## config.mk

```make
export PLATFORM = sky130hd
export DESIGN_NAME = codec_cfg_sequencer
export DESIGN_NICKNAME = d
export VERILOG_FILES = /design/src/rtl/codec_cfg_pkg.sv /design/src/rtl/codec_reg_rom.sv /design/src/rtl/codec_cfg_sequencer.sv
export SDC_FILE = /design/constraint.sdc
export NUM_CORES = 1
export LEC_CHECK = 0
export CORE_ASPECT_RATIO = 1.2
export CORE_MARGIN = 2
export CORE_UTILIZATION = 50
export CTS_BUF_LIST = sky130_fd_sc_hd__clkbuf_8
export DETAILED_ROUTE_END_ITERATION = 16
export GPL_TIMING_DRIVEN = 0
export PLACE_DENSITY = 0.73
export SYNTH_ARGS = -nofsm -noshare
export SYNTH_HDL_FRONTEND = slang
export SYNTH_SLANG_ARGS = --single-unit
```

## constraint.sdc

```tcl
create_clock -name clk -period 3.2 [get_ports clk]
set_input_delay 0.32 -clock clk [delete_from_list [all_inputs] [get_ports clk]]
set_output_delay 0.32 -clock clk [all_outputs]
set_load 0.01 [all_outputs]
```

## src/rtl/codec_cfg_pkg.sv

```systemverilog
// Shared types and constants for the codec configuration sequencer:
// FSM state encoding, codec device address and the register-write table.
`default_nettype none

package codec_cfg_pkg;

  typedef enum logic [2:0] {
    ST_IDLE      = 3'd0,
    ST_ISSUE     = 3'd1,
    ST_WAIT_DONE = 3'd2,
    ST_GAP       = 3'd3,
    ST_DONE      = 3'd4,
    ST_ERROR     = 3'd5
  } cfg_state_t;

  localparam logic [7:0]  CODEC_DEV_ADDR = 8'h34;

  localparam logic [15:0] REG_RESET    = 16'h1E00;
  localparam logic [15:0] REG_PATH     = 16'h0A04;
  localparam logic [15:0] REG_DAC      = 16'h0810;
  localparam logic [15:0] REG_POWER    = 16'h0C00;
  localparam logic [15:0] REG_FORMAT   = 16'h0E01;
  localparam logic [15:0] REG_SAMPLING = 16'h1002;
  localparam logic [15:0] REG_ACTIVATE = 16'h1201;

endpackage

`default_nettype wire

```

## src/rtl/codec_reg_rom.sv

```systemverilog
// Combinational codec register table: 4-bit index to 16-bit register word.
// Indices past the populated table return zero.
`default_nettype none

module codec_reg_rom
  import codec_cfg_pkg::*;
(
  input  logic [3:0]  index,
  output logic [15:0] word
);

  // Activate has to remain the final entry so the codec only runs once configured.
  always_comb begin
    word = 16'h0000;
    case (index)
      4'd0:    word = REG_RESET;
      4'd1:    word = REG_PATH;
      4'd2:    word = REG_DAC;
      4'd3:    word = REG_POWER;
      4'd4:    word = REG_FORMAT;
      4'd5:    word = REG_SAMPLING;
      4'd6:    word = REG_ACTIVATE;
      default: word = 16'h0000;
    endcase
  end

endmodule

`default_nettype wire

```

## src/rtl/codec_cfg_sequencer.sv

```systemverilog
// Walks the codec register table, issuing one 24-bit I2C write per entry with
// NACK retry, watchdog timeout, inter-transaction gap and done/error status.
`default_nettype none

module codec_cfg_sequencer
  import codec_cfg_pkg::*;
#(
  parameter logic [7:0] DEV_ADDR       = CODEC_DEV_ADDR,
  parameter int         NUM_REGS       = 7,
  parameter int         MAX_RETRY      = 3,
  parameter int         GAP_CYCLES     = 2500,
  parameter int         TIMEOUT_CYCLES = 1000000,
  parameter bit         AUTO_START     = 1'b1
) (
  input  logic        clk,
  input  logic        rst_n,
  input  logic        start,
  output logic        tx_start,
  output logic [23:0] tx_data,
  input  logic        tx_done,
  input  logic        tx_ack,
  output logic        busy,
  output logic        cfg_done,
  output logic        cfg_error,
  output logic [3:0]  cur_index
);

  localparam int RETRY_W = (MAX_RETRY > 3) ? $clog2(MAX_RETRY + 1) : 2;
  localparam int GAP_W   = $clog2(GAP_CYCLES + 1);

  localparam logic [19:0]        TIMER_LAST  = 20'(TIMEOUT_CYCLES - 1);
  localparam logic [GAP_W-1:0]   GAP_LAST    = GAP_W'(GAP_CYCLES - 1);
  localparam logic [3:0]         LAST_INDEX  = 4'(NUM_REGS - 1);
  localparam logic [RETRY_W-1:0] RETRY_LIMIT = RETRY_W'(MAX_RETRY);

  cfg_state_t         state, state_next;
  logic [3:0]         index, index_next;
  logic [RETRY_W-1:0] retry, retry_next;
  logic [19:0]        timer, timer_next;
  logic [GAP_W-1:0]   gap_cnt, gap_next;
  logic [15:0]        rom_word;
  logic               attempt_ok, attempt_bad;

  // ROM is addressed with the next index so TX_DATA is loaded as ISSUE is entered.
  codec_reg_rom u_rom (
    .index (index_next),
    .word  (rom_word)
  );

  always_ff @(posedge clk or negedge rst_n) begin
    if (!rst_n) begin
      state   <= ST_IDLE;
      index   <= '0;
      retry   <= '0;
      timer   <= '0;
      gap_cnt <= '0;
      tx_data <= '0;
    end else begin
      state   <= state_next;
      index   <= index_next;
      retry   <= retry_next;
      timer   <= timer_next;
      gap_cnt <= gap_next;
      if (state_next == ST_ISSUE) begin
        tx_data <= {DEV_ADDR, rom_word};
      end
    end
  end

  always_comb begin
    state_next  = state;
    index_next  = index;
    retry_next  = retry;
    timer_next  = timer;
    gap_next    = gap_cnt;
    attempt_ok  = 1'b0;
    attempt_bad = 1'b0;

    case (state)
      ST_IDLE: begin
        if (AUTO_START || start) begin
          state_next = ST_ISSUE;
          index_next = '0;
          retry_next = '0;
        end
      end
      ST_ISSUE: begin
        state_next = ST_WAIT_DONE;
        timer_next = '0;
      end
      ST_WAIT_DONE: begin
        if (timer != '1) begin
          timer_next = timer + 20'd1;
        end
        // A completion on the expiry cycle takes precedence over the watchdog.
        attempt_ok  = tx_done && tx_ack;
        attempt_bad = tx_done ? !tx_ack : (timer == TIMER_LAST);
        if (attempt_ok) begin
          retry_next = '0;
          if (index == LAST_INDEX) begin
            state_next = ST_DONE;
          end else begin
            index_next = index + 4'd1;
            gap_next   = '0;
            state_next = ST_GAP;
          end
        end else if (attempt_bad) begin
          if (retry == RETRY_LIMIT) begin
            state_next = ST_ERROR;
          end else begin
            retry_next = retry + 1'b1;
            gap_next   = '0;
            state_next = ST_GAP;
          end
        end
      end
      ST_GAP: begin
        if (gap_cnt == GAP_LAST) begin
          state_next = ST_ISSUE;
        end else begin
          gap_next = gap_cnt + 1'b1;
        end
      end
      ST_DONE, ST_ERROR: begin
        if (start) begin
          index_next = '0;
          retry_next = '0;
          state_next = ST_ISSUE;
        end
      end
      default: state_next = ST_IDLE;
    endcase
  end

  assign tx_start  = (state == ST_ISSUE);
  assign busy      = (state == ST_ISSUE) || (state == ST_WAIT_DONE) || (state == ST_GAP);
  assign cfg_done  = (state == ST_DONE);
  assign cfg_error = (state == ST_ERROR);
  assign cur_index = index;

endmodule

`default_nettype wire

```

==> results.sh, run 1 <==
export IMPL_yosysMostFrequentCell="dfrtp_1"
export IMPL_post_route_cell_area_um2=3510
export IMPL_synth_seq_cells=50
export IMPL_diodes=0
export IMPL_leakage_nw=1.59
export IMPL_grt_ovfl_total=0
export IMPL_cap_violations=0
export IMPL_seqCellArea_um2=1250
export IMPL_gp_congestion=0.868
export IMPL_wl_per_cell_um=13.9
export IMPL_finalPower_mw=2.29
export IMPL_critPathCaptureType="primary output"
export IMPL_final_cell_count_no_fill=437
export IMPL_slew_headroom_pct=44.1
export IMPL_die_area_um2=6650
export IMPL_worst_pin_slew_ns=0.834
export IMPL_grt_usage_pct=20.0
export IMPL_period_share_pct=88.3
export IMPL_synth_cell_type_count=61
export IMPL_die_y_um=88.9
export IMPL_htree_levels=2
export IMPL_crit_path_start_kind="register"
export IMPL_vias=2430
export IMPL_ios=37
export IMPL_grt_pass1_wl_mm=10.5
export IMPL_worst_ir_drop_vdd_mv=0.404
export IMPL_rows=30
export IMPL_tns_ns=0
export IMPL_ys_warn_count=0
export IMPL_clkLatencyLatePin_ns=0.30
export IMPL_nets=366
export IMPL_placed_cells=428
export IMPL_regToRegSetupSlack_ns=0.73
export IMPL_syn_avg_cell_area_um2=9.63
export IMPL_async_reset_ff_share_pct=100
export IMPL_rsz0062_at_grt="no"
export IMPL_multiInputGateArea_um2=1590
export IMPL_cp_top_family="buffers and inverters"
export IMPL_max_freq_mhz=354
export IMPL_min_path_type="input pin to asynchronous set/reset pin"
export IMPL_cellPowerDensity_nw_per_um2=652
export IMPL_ys_flop_type="dfrtp_1"
export IMPL_cts_buffers=5
export IMPL_grt_pass1_vias=2290
export IMPL_min_period_ns=2.83
export IMPL_dp_final_hpwl_mm=4.47
export IMPL_synth_top_area_share_pct=41.6
export IMPL_setup_viol=0
export IMPL_cpMaxStageDelayCell="clkdlybuf4s50_1"
export IMPL_fill_cells=497
export IMPL_tritoncts="yes"
export IMPL_slowest_delay_ns=0.61
export IMPL_drtIter0Drc=122
export IMPL_die_w_um=74.8
export IMPL_clk_pin_slew_ns=0.09
export IMPL_netlist_area_um2=3010
export IMPL_drive_above_1_share_pct=14.6
export IMPL_cts_root_buf="clkbuf_8"
export IMPL_critPathBufInv=4
export IMPL_path_cells="buf_6 -> or3b_2 -> clkinv_1 -> buf_1 -> clkdlybuf4s50_1"
export IMPL_dpl_instance_area_um2=3400
export IMPL_required_ns=2.88
export IMPL_status="finished clean"
export IMPL_netlist_top_cells_area="dfrtp_1, nor2_1, buf_4, mux2_4, o31ai_1"
export IMPL_criticalPathCategory="register to primary output"
export IMPL_synth_largest_area_cell="dfrtp_1"
export IMPL_via_per_inst=5.56
export IMPL_core_area_um2=5740
export IMPL_synth_cells=312
export IMPL_antenna_found_initial=0
export IMPL_crit_arrival_ns=2.51
export IMPL_clk_path_buf_depth=2
export IMPL_wl_mm=6.09
export IMPL_cts_resized=0
export IMPL_syn2layout_area_growth_pct=16.9
export IMPL_seq_area_frac_synth_pct=41.6
export IMPL_drc_errors=0
export IMPL_clock_skew_ns=0.00704
export IMPL_drt_pass1_iter_count=4
export IMPL_grt_start_max_net_pins=39
export IMPL_synth_edff_count=0
export IMPL_clock_sinks=50
export IMPL_initial_utilization_pct=52.3
export IMPL_hold_violations=0
export IMPL_ant_nets=0
export IMPL_path_max_fanout=10
export IMPL_port_buffers=23
export IMPL_drv_slew=0
export IMPL_yosys_top_cells_count="dfrtp_1, nor2_1, nand2_1, o21ai_0, buf_4"
[kinds of logic after synthesis]
| kind of cell | Yosys count | share of synthesized area, % |
|---|---|---|
| adders and majority gates | 5 | 2.08 |
| and+or+nand+nor | 125 | 22.5 |
| xor gates and xnor gates | 16 | 4.66 |
| other | 1 | 0.125 |
| AOI/OAI and AO/OA | 71 | 17.5 |
| buffers and inverters | 34 | 6.91 |
| muxes | 10 | 4.58 |
| DFF | 50 | 41.6 |
[cell usage in the layout, fill, tap and decap left out, drive strengths merged, types with 3 or more instances in the layout]
cell type / count
dfrtp: 50
nor2: 41
clkdlybuf4s50: 22
buf: 22
o21ai: 20
nand2: 19
o31ai: 14
and3: 14
a21oi: 14
conb: 13
xor2: 12
clkbuf: 12
mux2: 9
nand3: 8
nand4: 8
inv: 6
a31oi: 6
ha: 5
and2: 4
and4: 4
xnor2: 4
nor3: 4
nor4: 3
nor4b: 3
or3: 3
o211ai: 3
clkinv: 3
[registers in the layout, summed over array words and instances, names as in the netlist]
| signal | flops |
|---|---|
| gap_cnt | 12 |
| state | 3 |
| retry | 2 |
| timer | 20 |
| cur_index | 4 |
| tx_data | 9 |
[timing repair]
action / 4_1_cts / 5_1_grt
buffers inserted: 0 / 0
endpoints found under the hold margin: 12 / 0
hold buffers: 1 / 0
[per-layer routing]
metal / part of all wire, % / GRT usage [%] / vias to the layer above
li1: - / - / 1193
met1: 46 / 25.8 / 1183
met2: 51 / 34.9 / 50
met3: 2.5 / 3.38 / 4
met4: 0.72 / 5.03 / 0
met5: 0 / 0 / -
[path summary, 6_finish.rpt]
kind                                  start  cells past startpoint          end
worst min-delay path                  rst_n                      2     timer[4]
worst max register to register   gap_cnt[0]                      6  tx_data[12]
worst min register to register  gap_cnt[11]                      1  gap_cnt[11]
max in group asynchronous             rst_n                      3    timer[12]
min in group clk                gap_cnt[11]                      1  gap_cnt[11]
worst max-delay path               state[2]                      5     tx_start
[layout make-up]
type                       instances  share of cell area [%]
clock inverter                     3                    1.14
buffer                            27                    5.16
tap                               80                    2.85
inverter                           7                   0.748
timing repair buffer              25                    7.26
sequential                        50                    35.6
multi-input combinational        240                    45.3
clock buffer                       5                    1.96
[through the flow]
| stage | worst slack [ns] | hold WS, ns | utilization, % |
|---|---|---|---|
| CTS | 0.346 | 0.437 | 61.2 |
| global placement | 0.349 | 0.474 | 58.9 |
| detailed placement | 0.645 | 0.232 | 59.1 |
| global route | 0.242 | 0.469 | 61.2 |
| floorplan | 0.979 | 0.0244 | - |
| finish | 0.373 | 0.450 | 61.2 |
[where the power goes]
part / leakage, nW / switching (mW) / total [mW] / internal [mW]
logic: 0.869 / 0.591 / 1.03 / 0.438
registers: 0.660 / 0.0911 / 0.824 / 0.733
clock network: 0.0579 / 0.206 / 0.437 / 0.230
No activity file was read; power rests on OpenSTA's default activity.
==> inputs of run 2 (changes only) <==
--- a/config.mk
+++ b/config.mk
@@ -9,6 +9,7 @@
 export CORE_MARGIN = 2
 export CORE_UTILIZATION = 50
 export CTS_BUF_LIST = sky130_fd_sc_hd__clkbuf_8
+export CTS_CLUSTER_SIZE = 8
 export DETAILED_ROUTE_END_ITERATION = 16
 export GPL_TIMING_DRIVEN = 0
 export PLACE_DENSITY = 0.73
==> results of run 2 <==
No change in the layout: final DEF, timing and power equal those of run 1.
